===== config.mk =====
export PLATFORM = sky130hd
export DESIGN_NAME = scan_texture_loader
export DESIGN_NICKNAME = d
export VERILOG_FILES = /design/src/rtl/scan_loader_pkg.sv /design/src/rtl/scan_wr_slot.sv /design/src/rtl/scan_texture_loader.sv
export SDC_FILE = /design/constraint.sdc
export NUM_CORES = 1
export LEC_CHECK = 0
export BUFFER_PORTS_ARGS = -buffer_cell sky130_fd_sc_hd__buf_2
export CORE_AREA = 2 2 66 115
export DETAILED_ROUTE_END_ITERATION = 12
export DIE_AREA = 0 0 68 117
export PLACE_DENSITY = 0.8
export SETUP_SLACK_MARGIN = 0.15
export SLEW_MARGIN = 5
export SYNTH_ARGS = -nofsm -noshare
export SYNTH_HDL_FRONTEND = slang
export SYNTH_SLANG_ARGS = --single-unit

===== constraint.sdc =====
create_clock -name clk -period 1.91 [get_ports clk]
set_clock_uncertainty 0.1 [all_clocks]
set_input_delay 0.382 -clock clk [delete_from_list [all_inputs] [get_ports clk]]
set_output_delay 0.382 -clock clk [all_outputs]
set_load 0.01 [all_outputs]

===== src/rtl/scan_loader_pkg.sv =====
// Shared types and geometry helpers for the serial-scan texture loader.
package scan_loader_pkg;

    typedef enum logic [1:0] {
        IDLE,
        HDR,
        SHIFT,
        WAIT_LATCH
    } state_e;

    localparam logic MODE_FULL = 1'b1;
    localparam logic MODE_DATA = 1'b0;

    // Number of shift ticks carrying payload for a given frame mode.
    function automatic int unsigned frame_ticks(input int unsigned addr_w,
                                                input int unsigned data_w,
                                                input int unsigned lanes,
                                                input logic        mode);
        return (mode == MODE_FULL) ? (addr_w + data_w) / lanes : data_w / lanes;
    endfunction

endpackage


===== src/rtl/scan_wr_slot.sv =====
// Single-entry valid/ready write register: accepts a commit when empty or
// draining this cycle, otherwise drops it and raises a sticky overflow.
module scan_wr_slot #(
    parameter int ADDR_W = 11,
    parameter int DATA_W = 8,
    parameter int CNT_W  = 16
) (
    input  logic              clk,
    input  logic              rst,
    input  logic              commit_i,
    input  logic [ADDR_W-1:0] commit_addr_i,
    input  logic [DATA_W-1:0] commit_data_i,
    input  logic              err_clr_i,
    input  logic              wr_ready_i,
    output logic              accept_o,
    output logic              wr_valid_o,
    output logic [ADDR_W-1:0] wr_addr_o,
    output logic [DATA_W-1:0] wr_data_o,
    output logic              overflow_o,
    output logic [CNT_W-1:0]  wr_count_o
);

    logic              valid_q;
    logic [ADDR_W-1:0] addr_q;
    logic [DATA_W-1:0] data_q;
    logic              overflow_q;
    logic [CNT_W-1:0]  count_q;
    logic              slot_free;
    logic              fire;

    assign fire      = valid_q && wr_ready_i;
    assign slot_free = !valid_q || wr_ready_i;
    assign accept_o  = commit_i && slot_free;

    always_ff @(posedge clk) begin
        if (rst) begin
            valid_q    <= 1'b0;
            addr_q     <= '0;
            data_q     <= '0;
            overflow_q <= 1'b0;
            count_q    <= '0;
        end else begin
            if (accept_o) begin
                valid_q <= 1'b1;
                addr_q  <= commit_addr_i;
                data_q  <= commit_data_i;
            end else if (fire) begin
                valid_q <= 1'b0;
            end

            // A drop in the same cycle as a clear leaves the flag set.
            if (commit_i && !slot_free) begin
                overflow_q <= 1'b1;
            end else if (err_clr_i) begin
                overflow_q <= 1'b0;
            end

            if (fire) begin
                count_q <= count_q + 1'b1;
            end
        end
    end

    assign wr_valid_o = valid_q;
    assign wr_addr_o  = addr_q;
    assign wr_data_o  = data_q;
    assign overflow_o = overflow_q;
    assign wr_count_o = count_q;

endmodule


===== src/rtl/scan_texture_loader.sv =====
// Serial-scan receiver: assembles address/data frames from LANES scan lanes
// and hands each latched frame to the texture RAM write port.
module scan_texture_loader
    import scan_loader_pkg::*;
#(
    parameter int ADDR_W = 11,
    parameter int DATA_W = 8,
    parameter int LANES  = 1,
    parameter int CNT_W  = 16
) (
    input  logic              clk,
    input  logic              rst,
    input  logic              scan_shift,
    input  logic              scan_latch,
    input  logic [LANES-1:0]  scan_in,
    input  logic              err_clr,
    output logic              wr_valid,
    input  logic              wr_ready,
    output logic [ADDR_W-1:0] wr_addr,
    output logic [DATA_W-1:0] wr_data,
    output logic              busy,
    output logic              frame_err,
    output logic              overflow,
    output logic [CNT_W-1:0]  wr_count
);

    localparam int FW         = ADDR_W + DATA_W;
    localparam int FULL_TICKS = int'(frame_ticks(ADDR_W, DATA_W, LANES, MODE_FULL));
    localparam int DATA_TICKS = int'(frame_ticks(ADDR_W, DATA_W, LANES, MODE_DATA));
    localparam int TCNT_W     = $clog2(FULL_TICKS + 1);

    generate
        if ((FW % LANES) != 0 || (DATA_W % LANES) != 0) begin : g_bad_geom
            $error("scan_texture_loader: frame widths must be multiples of LANES");
        end
    endgenerate

    state_e            state_q;
    logic [TCNT_W-1:0] cnt_q;
    logic [FW-1:0]     sr_q;
    logic              mode_q;
    logic              frame_err_q;
    logic [ADDR_W-1:0] last_addr_q;

    logic [FW-1:0]     sr_shifted;
    logic              err_ev;
    logic              commit_ev;
    logic              accept;
    logic [ADDR_W-1:0] commit_addr;
    logic [DATA_W-1:0] commit_data;

    // Data always lands in the low DATA_W bits, so both frame modes share one register.
    always_comb begin
        sr_shifted  = (sr_q << LANES) | FW'(scan_in);
        err_ev      = 1'b0;
        commit_ev   = 1'b0;
        commit_addr = (mode_q == MODE_FULL) ? sr_q[FW-1:DATA_W]
                                            : last_addr_q + ADDR_W'(1);
        commit_data = sr_q[DATA_W-1:0];
        if (state_q != IDLE) begin
            if (scan_shift && scan_latch) begin
                err_ev = 1'b1;
            end else if (scan_latch) begin
                if (state_q == WAIT_LATCH) begin
                    commit_ev = 1'b1;
                end else begin
                    err_ev = 1'b1;
                end
            end else if (scan_shift && state_q == WAIT_LATCH) begin
                err_ev = 1'b1;
            end
        end
    end

    always_ff @(posedge clk) begin
        if (rst) begin
            state_q <= IDLE;
            cnt_q   <= '0;
            sr_q    <= '0;
            mode_q  <= MODE_DATA;
        end else if (err_ev) begin
            state_q <= IDLE;
        end else begin
            case (state_q)
                IDLE: begin
                    if (scan_shift && scan_in[0]) begin
                        state_q <= HDR;
                    end
                end
                HDR: begin
                    if (scan_shift) begin
                        mode_q  <= scan_in[0];
                        cnt_q   <= (scan_in[0] == MODE_FULL) ? TCNT_W'(FULL_TICKS)
                                                             : TCNT_W'(DATA_TICKS);
                        state_q <= SHIFT;
                    end
                end
                SHIFT: begin
                    if (scan_shift) begin
                        sr_q  <= sr_shifted;
                        cnt_q <= cnt_q - 1'b1;
                        if (cnt_q == TCNT_W'(1)) begin
                            state_q <= WAIT_LATCH;
                        end
                    end
                end
                WAIT_LATCH: begin
                    if (commit_ev) begin
                        state_q <= IDLE;
                    end
                end
                default: state_q <= IDLE;
            endcase
        end
    end

    always_ff @(posedge clk) begin
        if (rst) begin
            frame_err_q <= 1'b0;
            last_addr_q <= '1;
        end else begin
            if (err_ev) begin
                frame_err_q <= 1'b1;
            end else if (err_clr) begin
                frame_err_q <= 1'b0;
            end
            if (accept) begin
                last_addr_q <= commit_addr;
            end
        end
    end

    scan_wr_slot #(
        .ADDR_W (ADDR_W),
        .DATA_W (DATA_W),
        .CNT_W  (CNT_W)
    ) u_slot (
        .clk           (clk),
        .rst           (rst),
        .commit_i      (commit_ev),
        .commit_addr_i (commit_addr),
        .commit_data_i (commit_data),
        .err_clr_i     (err_clr),
        .wr_ready_i    (wr_ready),
        .accept_o      (accept),
        .wr_valid_o    (wr_valid),
        .wr_addr_o     (wr_addr),
        .wr_data_o     (wr_data),
        .overflow_o    (overflow),
        .wr_count_o    (wr_count)
    );

    assign busy      = (state_q != IDLE);
    assign frame_err = frame_err_q;

endmodule


==> flow_metrics.env <==
export IMPL_status="completed"
export IMPL_ant_nets=0
export IMPL_grt_ovfl_total=0
export IMPL_synth_largest_area_cell="dfxtp_1"
export IMPL_clkPwrFrac_pct=40.1
export IMPL_die_y_um=117
export IMPL_p_int_w=0.00302
export IMPL_crit_required_ns=2.05
export IMPL_core_sq_um=7080
export IMPL_clock_sinks=76
export IMPL_drive_gt1_share_pct=24.5
export IMPL_slew_viol_final=0
export IMPL_grt_total_usage_pct=21.1
export IMPL_timing_fmax_ghz=0.586
export IMPL_yosysMostFrequentCell="nand2_1"
export IMPL_peakVddDrop_uv=667
export IMPL_ys_seq_elements=76
export IMPL_synth_edf_count=0
export IMPL_avgRoutedWirePerCell_um=14.6
export IMPL_antenna_found_initial=0
export IMPL_fin_worst_hold_slack_ns=0.233
export IMPL_hpwl_um=5370
export IMPL_yosysWarnings=0
export IMPL_drv_cap=0
export IMPL_setup_viol=0
export IMPL_vias=3105
export IMPL_drtIter0Drc=144
export IMPL_dieWidth_um=68
export IMPL_synth_top_flop_cell="dfxtp_1"
export IMPL_n_antenna_cell=0
export IMPL_fin_crit_sh_pct=89.3
export IMPL_avgViaCountPerCell=5.54
export IMPL_drt_pass1_iterations=5
export IMPL_finalHoldViolCount=0
export IMPL_htree_levels=3
export IMPL_ctsRootBufferMaster="clkbuf_16"
export IMPL_grt_max_degree=32
export IMPL_rsz0062_at_grt="true"
export IMPL_totalWireLength_um=8190
export IMPL_fillers=591
export IMPL_swShare_pct=27.7
export IMPL_p_leak_nw=1.77
export IMPL_io_pins=46
export IMPL_p_per_area_nw_per_um2=972
export IMPL_seqPwrFrac_pct=41.2
export IMPL_numCtsBuffers=9
export IMPL_power_switching_w=0.00116
export IMPL_worstSetupPathType="reg2reg"
export IMPL_layout_min_cycle_time_ns=1.71
export IMPL_ys_seq_area_share_pct=44.8
export IMPL_worst_pin_slew_ns=0.574
export IMPL_cts_hold_buf=0
export IMPL_syn_inst=416
export IMPL_critPathCaptureType="flop"
export IMPL_power_frac_comb_pct=18.7
export IMPL_worstPathMaxFanout=9
export IMPL_grt_pass1_wl_um=12900
export IMPL_synth_area_per_cell_sq_um=8.17
export IMPL_routabilityCongestion=0.830
export IMPL_synth_fp_nets=431
export IMPL_syn_cell_area_sq_um=3400
export IMPL_cts_clk_slew_worst_paths_ns=0.06
export IMPL_synth_area_leaders="dfxtp_1 45%, nand2_1 9.4%, a21oi_1 7.9%"
export IMPL_portBuffers=45
export IMPL_clock_latency_ns=0.34
export IMPL_stdcell_area_sq_um=4290
export IMPL_syn_to_final_growth_pct=26.3
export IMPL_placed_cell_area_sq_um=3770
export IMPL_start_util_pct=48.0
export IMPL_die_area_sq_um=7960
export IMPL_row_count=41
export IMPL_nNetsFinal=485
export IMPL_synth_cell_types=53
export IMPL_startpoint_type="flop"
export IMPL_async_flop_share_pct=0
export IMPL_grt_pass1_vias=2886
export IMPL_hold_class="in2reg"
export IMPL_relSlewSlack_pct=61.7
export IMPL_synth_top_cells_by_count="85 x nand2_1, 76 x dfxtp_1, 54 x a21oi_1"
export IMPL_synth_top_area_share_pct=44.8
export IMPL_drcViolationCount=0
export IMPL_clk_path_buf_depth=2
export IMPL_cts_tree="built"
export IMPL_power_total_w=0.00417
export IMPL_crit_arrival_ns=1.84
[registers in the layout, indices dropped and copies added, names as in the netlist]
signal             flops
u_slot.wr_count_o     16
u_slot.wr_addr_o      11
u_slot.wr_data_o       8
mode_q                 1
sr_q                  19
u_slot.overflow_o      1
frame_err              1
state_q                2
u_slot.wr_valid_o      1
last_addr_q           11
cnt_q                  5
[stage by stage]
stage          util (%)  cells  setup TNS [ns]  setup WS (ns)
2_1_floorplan         -    416               0          0.170
3_3_place_gp       53.2    540               0         0.0533
3_5_place_dp       53.2    540         -0.0141        -0.0141
4_1_cts            58.1    556               0          0.142
5_1_grt            60.6    560               0          0.128
6_report           60.6    560               0          0.204
[kinds of logic (layout without fill, tap and decap cells)]
kind of cell               Yosys count  after routing  synth area share (%)
xor gates and xnor gates            20             20                  5.15
muxes                                3              3                 0.883
buffers and inverters               34             92                  4.27
and+or+nand+nor                    176            176                  24.1
adders and majority gates            8              8                  2.94
AOI/OAI and AO/OA                   99             99                  17.9
DFF                                 76             76                  44.8
[metal layers]
layer	vias up	part of all wire, %	GRT usage (%)	wire [um]
li1	1530	-	-	-
met1	1473	39	23.2	3210
met2	79	54	36.9	4420
met3	23	4.0	5.35	330
met4	0	2.7	9.87	218
met5	-	0	0	0
[placed cells by master (no fill, tap or decap), types with 3 or more instances in the layout]
cell type / instances
nand2_1: 85
nor2_2: 4
clkbuf_16: 10
inv_1: 10
buf_12: 3
o22ai_1: 3
or3_1: 3
o21ai_0: 12
a21oi_1: 53
o211ai_1: 3
buf_2: 45
a31oi_1: 3
nand4_1: 6
nor3_1: 6
buf_6: 4
o21a_1: 4
nand3_1: 6
and3_1: 5
buf_4: 10
xnor2_1: 5
ha_1: 5
xor2_1: 15
nor2_1: 37
dfxtp_1: 73
[timing repair]
| item | in CTS | in global routing |
|---|---|---|
| buffers inserted | 1 | 3 |
| gates resized for setup | 11 | 29 |
| pin swaps | 0 | 5 |
| gates cloned | 0 | 1 |
| endpoints found under the setup margin | 35 | 49 |
[critical path, cell delays in order, from the launching register on]
cell	delay (ns)
dfxtp_4	0.37
inv_2	0.06
ha_4	0.16
and4bb_2	0.33
nand2_4	0.11
buf_6	0.16
o41ai_4	0.31
[layout make-up]
type | instances | area, sq um | area share (%)
repair buffers | 64 | 445 | 10.4
multi-input cells | 306 | 1870 | 43.5
well taps | 86 | 108 | 2.51
inverters | 13 | 51.3 | 1.19
flip-flops and latches | 76 | 1530 | 35.6
clock buffers | 11 | 243 | 5.65
clock inverters | 4 | 50.0 | 1.17
[power by group through the flow]
stage / Sequential, W / Combinational, W / Clock [W]
2_1_floorplan: 0.00173 / 0.000459 / 0
3_3_place_gp: 0.00173 / 0.000598 / 0
3_5_place_dp: 0.00174 / 0.000619 / 0
4_1_cts: 0.00170 / 0.000678 / 0.00170
5_1_grt: 0.00172 / 0.000863 / 0.00175
6_report: 0.00172 / 0.000780 / 0.00168
[path summary, 6_finish.rpt]
| check | end | cells after the start | start | slack [ns] |
|---|---|---|---|---|
| worst max-delay path | u_slot.wr_addr_o[5] | 6 | state_q[1] | 0.20 |
| worst min-delay path | sr_q[0] | 3 | scan_in | 0.23 |
| worst max register to register | u_slot.wr_addr_o[5] | 6 | state_q[1] | 0.20 |
| worst min register to register | u_slot.wr_addr_o[10] | 2 | u_slot.wr_addr_o[10] | 0.35 |
No activity file was read; power rests on OpenSTA's default activity.
